===== src/rtl/c3lib_rstseq.sv =====
// Multi-channel reset synchroniser with ordered, gapped release.
// Channel i is never released before channels 0..i-1; scan mode bypasses all outputs.
module c3lib_rstseq #(
    parameter int unsigned NUM_CH         = 4,
    parameter int unsigned SYNC_STAGES    = 2,
    parameter int unsigned MIN_ASSERT_CYC = 8,
    parameter int unsigned GAP_CYC        = 4
) (
    input  logic              clk,
    input  logic              rst_n,
    input  logic              scan_mode_n,
    input  logic              rst_n_bypass,
    input  logic [NUM_CH-1:0] rst_req_n,
    output logic [NUM_CH-1:0] rst_n_out,
    output logic              seq_done
);

    localparam int unsigned IDX_W   = (NUM_CH > 1) ? $clog2(NUM_CH) : 1;
    localparam int unsigned CNT_MAX = (MIN_ASSERT_CYC > GAP_CYC) ? MIN_ASSERT_CYC : GAP_CYC;
    localparam int unsigned CNT_W   = $clog2(CNT_MAX + 1);

    typedef enum logic [1:0] {
        ST_ASSERT  = 2'd0,
        ST_RELEASE = 2'd1,
        ST_DONE    = 2'd2
    } state_t;

    logic [SYNC_STAGES-1:0][NUM_CH-1:0] sync_q;
    logic [NUM_CH-1:0]                  sync_req_n;
    logic                               req_any;
    logic [IDX_W-1:0]                   req_min;

    state_t            state_q, state_d;
    logic [IDX_W-1:0]  idx_q, idx_d;
    logic [CNT_W-1:0]  cnt_q, cnt_d;
    logic [NUM_CH-1:0] rst_q, rst_d;
    logic              done_q, done_d;
    logic [IDX_W-1:0]  idx_inc;
    logic [IDX_W-1:0]  k;

    assign sync_req_n = sync_q[SYNC_STAGES-1];
    assign req_any    = ~&sync_req_n;

    // Lowest requesting channel wins
    always_comb begin
        req_min = '0;
        for (int i = int'(NUM_CH) - 1; i >= 0; i--) begin
            if (!sync_req_n[i]) req_min = IDX_W'(i);
        end
    end

    // State register and request synchronisers
    always_ff @(posedge clk) begin
        if (!rst_n) begin
            sync_q  <= '0;
            state_q <= ST_ASSERT;
            idx_q   <= '0;
            cnt_q   <= '0;
            rst_q   <= '0;
            done_q  <= 1'b0;
        end else begin
            sync_q  <= {sync_q[SYNC_STAGES-2:0], rst_req_n};
            state_q <= state_d;
            idx_q   <= idx_d;
            cnt_q   <= cnt_d;
            rst_q   <= rst_d;
            done_q  <= done_d;
        end
    end

    // Next-state: hold, release, then let any re-request override the release
    always_comb begin
        state_d = state_q;
        idx_d   = idx_q;
        cnt_d   = cnt_q;
        rst_d   = rst_q;
        idx_inc = idx_q + IDX_W'(1);
        k       = req_min;

        case (state_q)
            ST_ASSERT: begin
                if (!req_any) begin
                    if (cnt_q == CNT_W'(MIN_ASSERT_CYC - 1)) begin
                        for (int j = 0; j < int'(NUM_CH); j++) begin
                            if (IDX_W'(j) == idx_q) rst_d[j] = 1'b1;
                        end
                        cnt_d   = '0;
                        state_d = (idx_q == IDX_W'(NUM_CH - 1)) ? ST_DONE : ST_RELEASE;
                    end else begin
                        cnt_d = cnt_q + CNT_W'(1);
                    end
                end
            end
            ST_RELEASE: begin
                if (cnt_q == CNT_W'(GAP_CYC - 1)) begin
                    for (int j = 0; j < int'(NUM_CH); j++) begin
                        if (IDX_W'(j) == idx_inc) rst_d[j] = 1'b1;
                    end
                    idx_d   = idx_inc;
                    cnt_d   = '0;
                    state_d = (idx_inc == IDX_W'(NUM_CH - 1)) ? ST_DONE : ST_RELEASE;
                end else begin
                    cnt_d = cnt_q + CNT_W'(1);
                end
            end
            ST_DONE: begin
                state_d = ST_DONE;
            end
            default: begin
                state_d = ST_ASSERT;
            end
        endcase

        if (req_any) begin
            if ((state_q == ST_ASSERT) && (idx_q < req_min)) k = idx_q;
            for (int j = 0; j < int'(NUM_CH); j++) begin
                if (IDX_W'(j) >= k) rst_d[j] = 1'b0;
            end
            idx_d   = k;
            cnt_d   = '0;
            state_d = ST_ASSERT;
        end

        done_d = (state_d == ST_DONE);
    end

    // Scan bypass overrides the registered outputs without touching state
    assign rst_n_out = scan_mode_n ? rst_q  : {NUM_CH{rst_n_bypass}};
    assign seq_done  = scan_mode_n ? done_q : rst_n_bypass;

endmodule


===== config.mk =====
export PLATFORM = sky130hd
export DESIGN_NAME = c3lib_rstseq
export DESIGN_NICKNAME = d
export VERILOG_FILES = /design/src/rtl/c3lib_rstseq.sv
export SDC_FILE = /design/constraint.sdc
export NUM_CORES = 1
export LEC_CHECK = 0
export BUFFER_PORTS_ARGS = -buffer_cell sky130_fd_sc_hd__buf_2
export CORE_ASPECT_RATIO = 0.75
export CORE_UTILIZATION = 45
export CTS_CLUSTER_SIZE = 40
export DETAILED_ROUTE_END_ITERATION = 10
export GPL_TIMING_DRIVEN = 1
export PLACE_DENSITY = 0.72
export REMOVE_ABC_BUFFERS = 1
export SETUP_SLACK_MARGIN = 0.15
export SYNTH_ARGS = -nofsm -noshare
export SYNTH_HDL_FRONTEND = slang
export SYNTH_SLANG_ARGS = --single-unit

===== constraint.sdc =====
create_clock -name clk -period 2.1 [get_ports clk]
set_input_delay 0.21 -clock clk [delete_from_list [all_inputs] [get_ports clk]]
set_output_delay 0.21 -clock clk [all_outputs]
set_load 0.02 [all_outputs]

==> out/metrics.yaml <==
status: "complete, no violations"
hold_buffers: 0
p_int_mw: 0.500
final_util_pct: 60.0
die_h_um: 44.1
via_per_inst: 5.77
r2r_end: "rst_q[0]$_SDFF_PN0_"
wl_met1_mm: 1.14
routed.top_layer: "met4"
ys.flop_type: "dfxtp_1"
cp-end-kind: "flip-flop"
dieArea_um2: 2560
drcViolationCount: 0
crit_fanout: 4
layout.nets: 146
clock-sinks: 21
ys_seq_elements: 21
htree_levels: 1
setup_slack_ns: 0.0834
crit_required_ns: 2.36
final-setup-viol-count: 0
worstSetupStartpointType: "flip-flop"
synth_edf_count: 0
cts-buffers-inserted: 3
fmax_mhz: 496
p_switching_mw: 0.169
p_leak_nw: 0.492
drive_gt1_share_pct: 29.8
yosysTopAreaCellShare_pct: 39.6
period_share_pct: 96.0
holdWs_ns: 0.0777
r2r_cells: 7
wire_per_inst_um: 15.9
path_clk_slew_ns: 0.12
clockBufferDepth: 2
hold_viol_final: 0
worstPathCellList: "a21o_1, ha_4, or3_4, buf_4, nor2_1, o22ai_1, a211oi_2"
synth_cell_type_count: 37
grt_max_degree: 13
route.met3.wl_um: 209
power_frac_clock_pct: 31.2
async_reset_ff_share_pct: 0
gp_congestion: 0.865
placed_cell_area_um2: 1140
postSynthCellCount: 112
post-place-ws_ns: -0.0428
ys_seq_area_share_pct: 39.6
worstSetupPathType: "reg2reg"
fin_setup_tns_ns: 0
dr.pass1.iters: 4
path_buf_inv: 1
finalClockSkew_ns: 0.00808
worst_path_max_delay_cell: "or3_4"
syn_avg_cell_area_um2: 9.47
timing.rr.start: "sync_req_n[2]$_SDFF_PN0_"
dpl.hpwl_mm: 1.68
seq_power_share_pct: 61.3
drv_slew: 0
ant_nets: 0
worstHoldStart: "rst_req_n[2]"
critPathMaxStageDelay_ns: 0.39
n_antenna_cell: 0
synth_warnings: 0
grt_use_total_pct: 22.4
worstHoldPathCells: 2
drt_iter0_drc: 28
r2r_slack_ns: 0.08
core_area_um2: 2120
finalPower_mw: 0.669
rsz0062_at_grt: "true"
slew_headroom_pct: 60.3
max-vdd-ir-drop_uv: 405
crit_family: "compound AO/OA/AOI/OAI gates"
area_growth_syn_to_layout_pct: 19.8
root_buffer: "clkbuf_4"
place_inst: 153
yosys.area.top_type: "dfxtp_1"
dr_wl_met2_mm: 1.14
final_area_um2: 1270
syn_area_um2: 1060
overflow: 0
grt_pass1_wl_mm: 4.12
pin_count: 13
min_to: "sync_q[2]$_SDFF_PN0_"
grt_pass1_vias: 863
vias: 941
synth_area_leaders: "dfxtp_1 40%, ha_1 7.1%, and2_1 5.9%"
drv_cap: 0
clk_latency_ns: 0.33
arrival_ns: 2.28
drt_wl_total_mm: 2.59
io_buffer_count: 12
tightest_slew_ns: 0.590
hold_class: "in2reg"
fin_cells: 163
rows: 14
powerDensity_nw_per_um2: 527
switching_share_pct: 25.3
cts_tree: "built"
p_comb_share_pct: 7.5
min_period_ns: 2.02
antenna_found_initial: 0
start_util_pct: 50.1
die_width_um: 58.1
final cells by class:
class                      instances  area [um2]
clock buffer                       3        22.5
multi-input combinational         84         657
inverter                           3        11.3
sequential                        21         423
tap                               32        40.0
timing repair buffer              19         113
clock inverter                     1        5.00
fill                             180         848
synthesized netlist by cell type, types with 2 or more instances:
cell type,number
a221oi_1,4
and2_1,10
nand2_1,14
inv_1,3
dfxtp_1,21
nor2b_1,2
nor2_1,5
a211oi_1,5
or3_1,2
ha_1,6
xnor2_1,2
nor4_1,3
a21oi_1,3
buf_2,2
and3_1,2
a21o_1,2
nor3_1,3
nand2b_1,4
flip-flops by register name (all words and copies together), names as in the netlist:
name	cells
cnt_q	4
done_q	1
idx_q	2
rst_q	4
state_q	2
sync_q	4
sync_req_n	4
power groups by stage:
stage	clock (mW)	sequential, mW	combinational (mW)
finish	0.209	0.410	0.0503
global route	0.231	0.411	0.0541
CTS	0.207	0.409	0.0477
detailed placement	0	0.418	0.0431
global placement	0	0.418	0.0407
floorplan	0	0.417	0.0243
placed cells by master (no fill, tap or decap), types with 3 or more instances in the layout:
cell type,n
dfxtp_1,19
nand2_1,13
buf_2,12
and2_1,10
buf_4,7
nor2_1,5
ha_1,5
nand2b_1,4
a221oi_1,4
a211oi_1,4
inv_1,3
nor3_2,3
nor4_1,3
a21oi_1,3
clkbuf_4,3
layer usage:
metal  vias to the layer above  global-route usage (%)
met4                         0                    11.4
met3                        10                    6.73
met2                        57                    32.6
met1                       438                    30.3
li1                        436                       -
met5                         -                       0
cells by family after synthesis:
kind of cell | Yosys count | synth area share (%)
AO/OA/AOI/OAI | 21 | 17.0
multiplexers | 2 | 2.36
AND/OR/NAND/NOR | 52 | 28.1
adder cells (fa/ha/maj) | 6 | 7.08
XOR/XNOR | 3 | 2.48
buffers and inverters | 7 | 3.42
flip-flops | 21 | 39.6
how the worst max path moves through the flow:
stage | from | to | cells past startpoint
3_5_place_dp | sync_req_n[1]$_SDFF_PN0_ | rst_q[0]$_SDFF_PN0_ | 7
2_1_floorplan | sync_req_n[0]$_SDFF_PN0_ | rst_q[0]$_SDFF_PN0_ | 7
4_1_cts | sync_req_n[0]$_SDFF_PN0_ | rst_q[0]$_SDFF_PN0_ | 7
5_1_grt | sync_req_n[0]$_SDFF_PN0_ | rst_q[0]$_SDFF_PN0_ | 8
6_report | sync_req_n[2]$_SDFF_PN0_ | rst_q[0]$_SDFF_PN0_ | 7
3_3_place_gp | sync_req_n[1]$_SDFF_PN0_ | rst_q[0]$_SDFF_PN0_ | 7
what timing repair did:
item                       CTS  global route
pin swaps                    4             1
hold endpoints to repair     0             0
buffers inserted             4             2
gates resized for setup      6             4
setup endpoints to repair    4             5
Power figures use the tool's default switching activity.
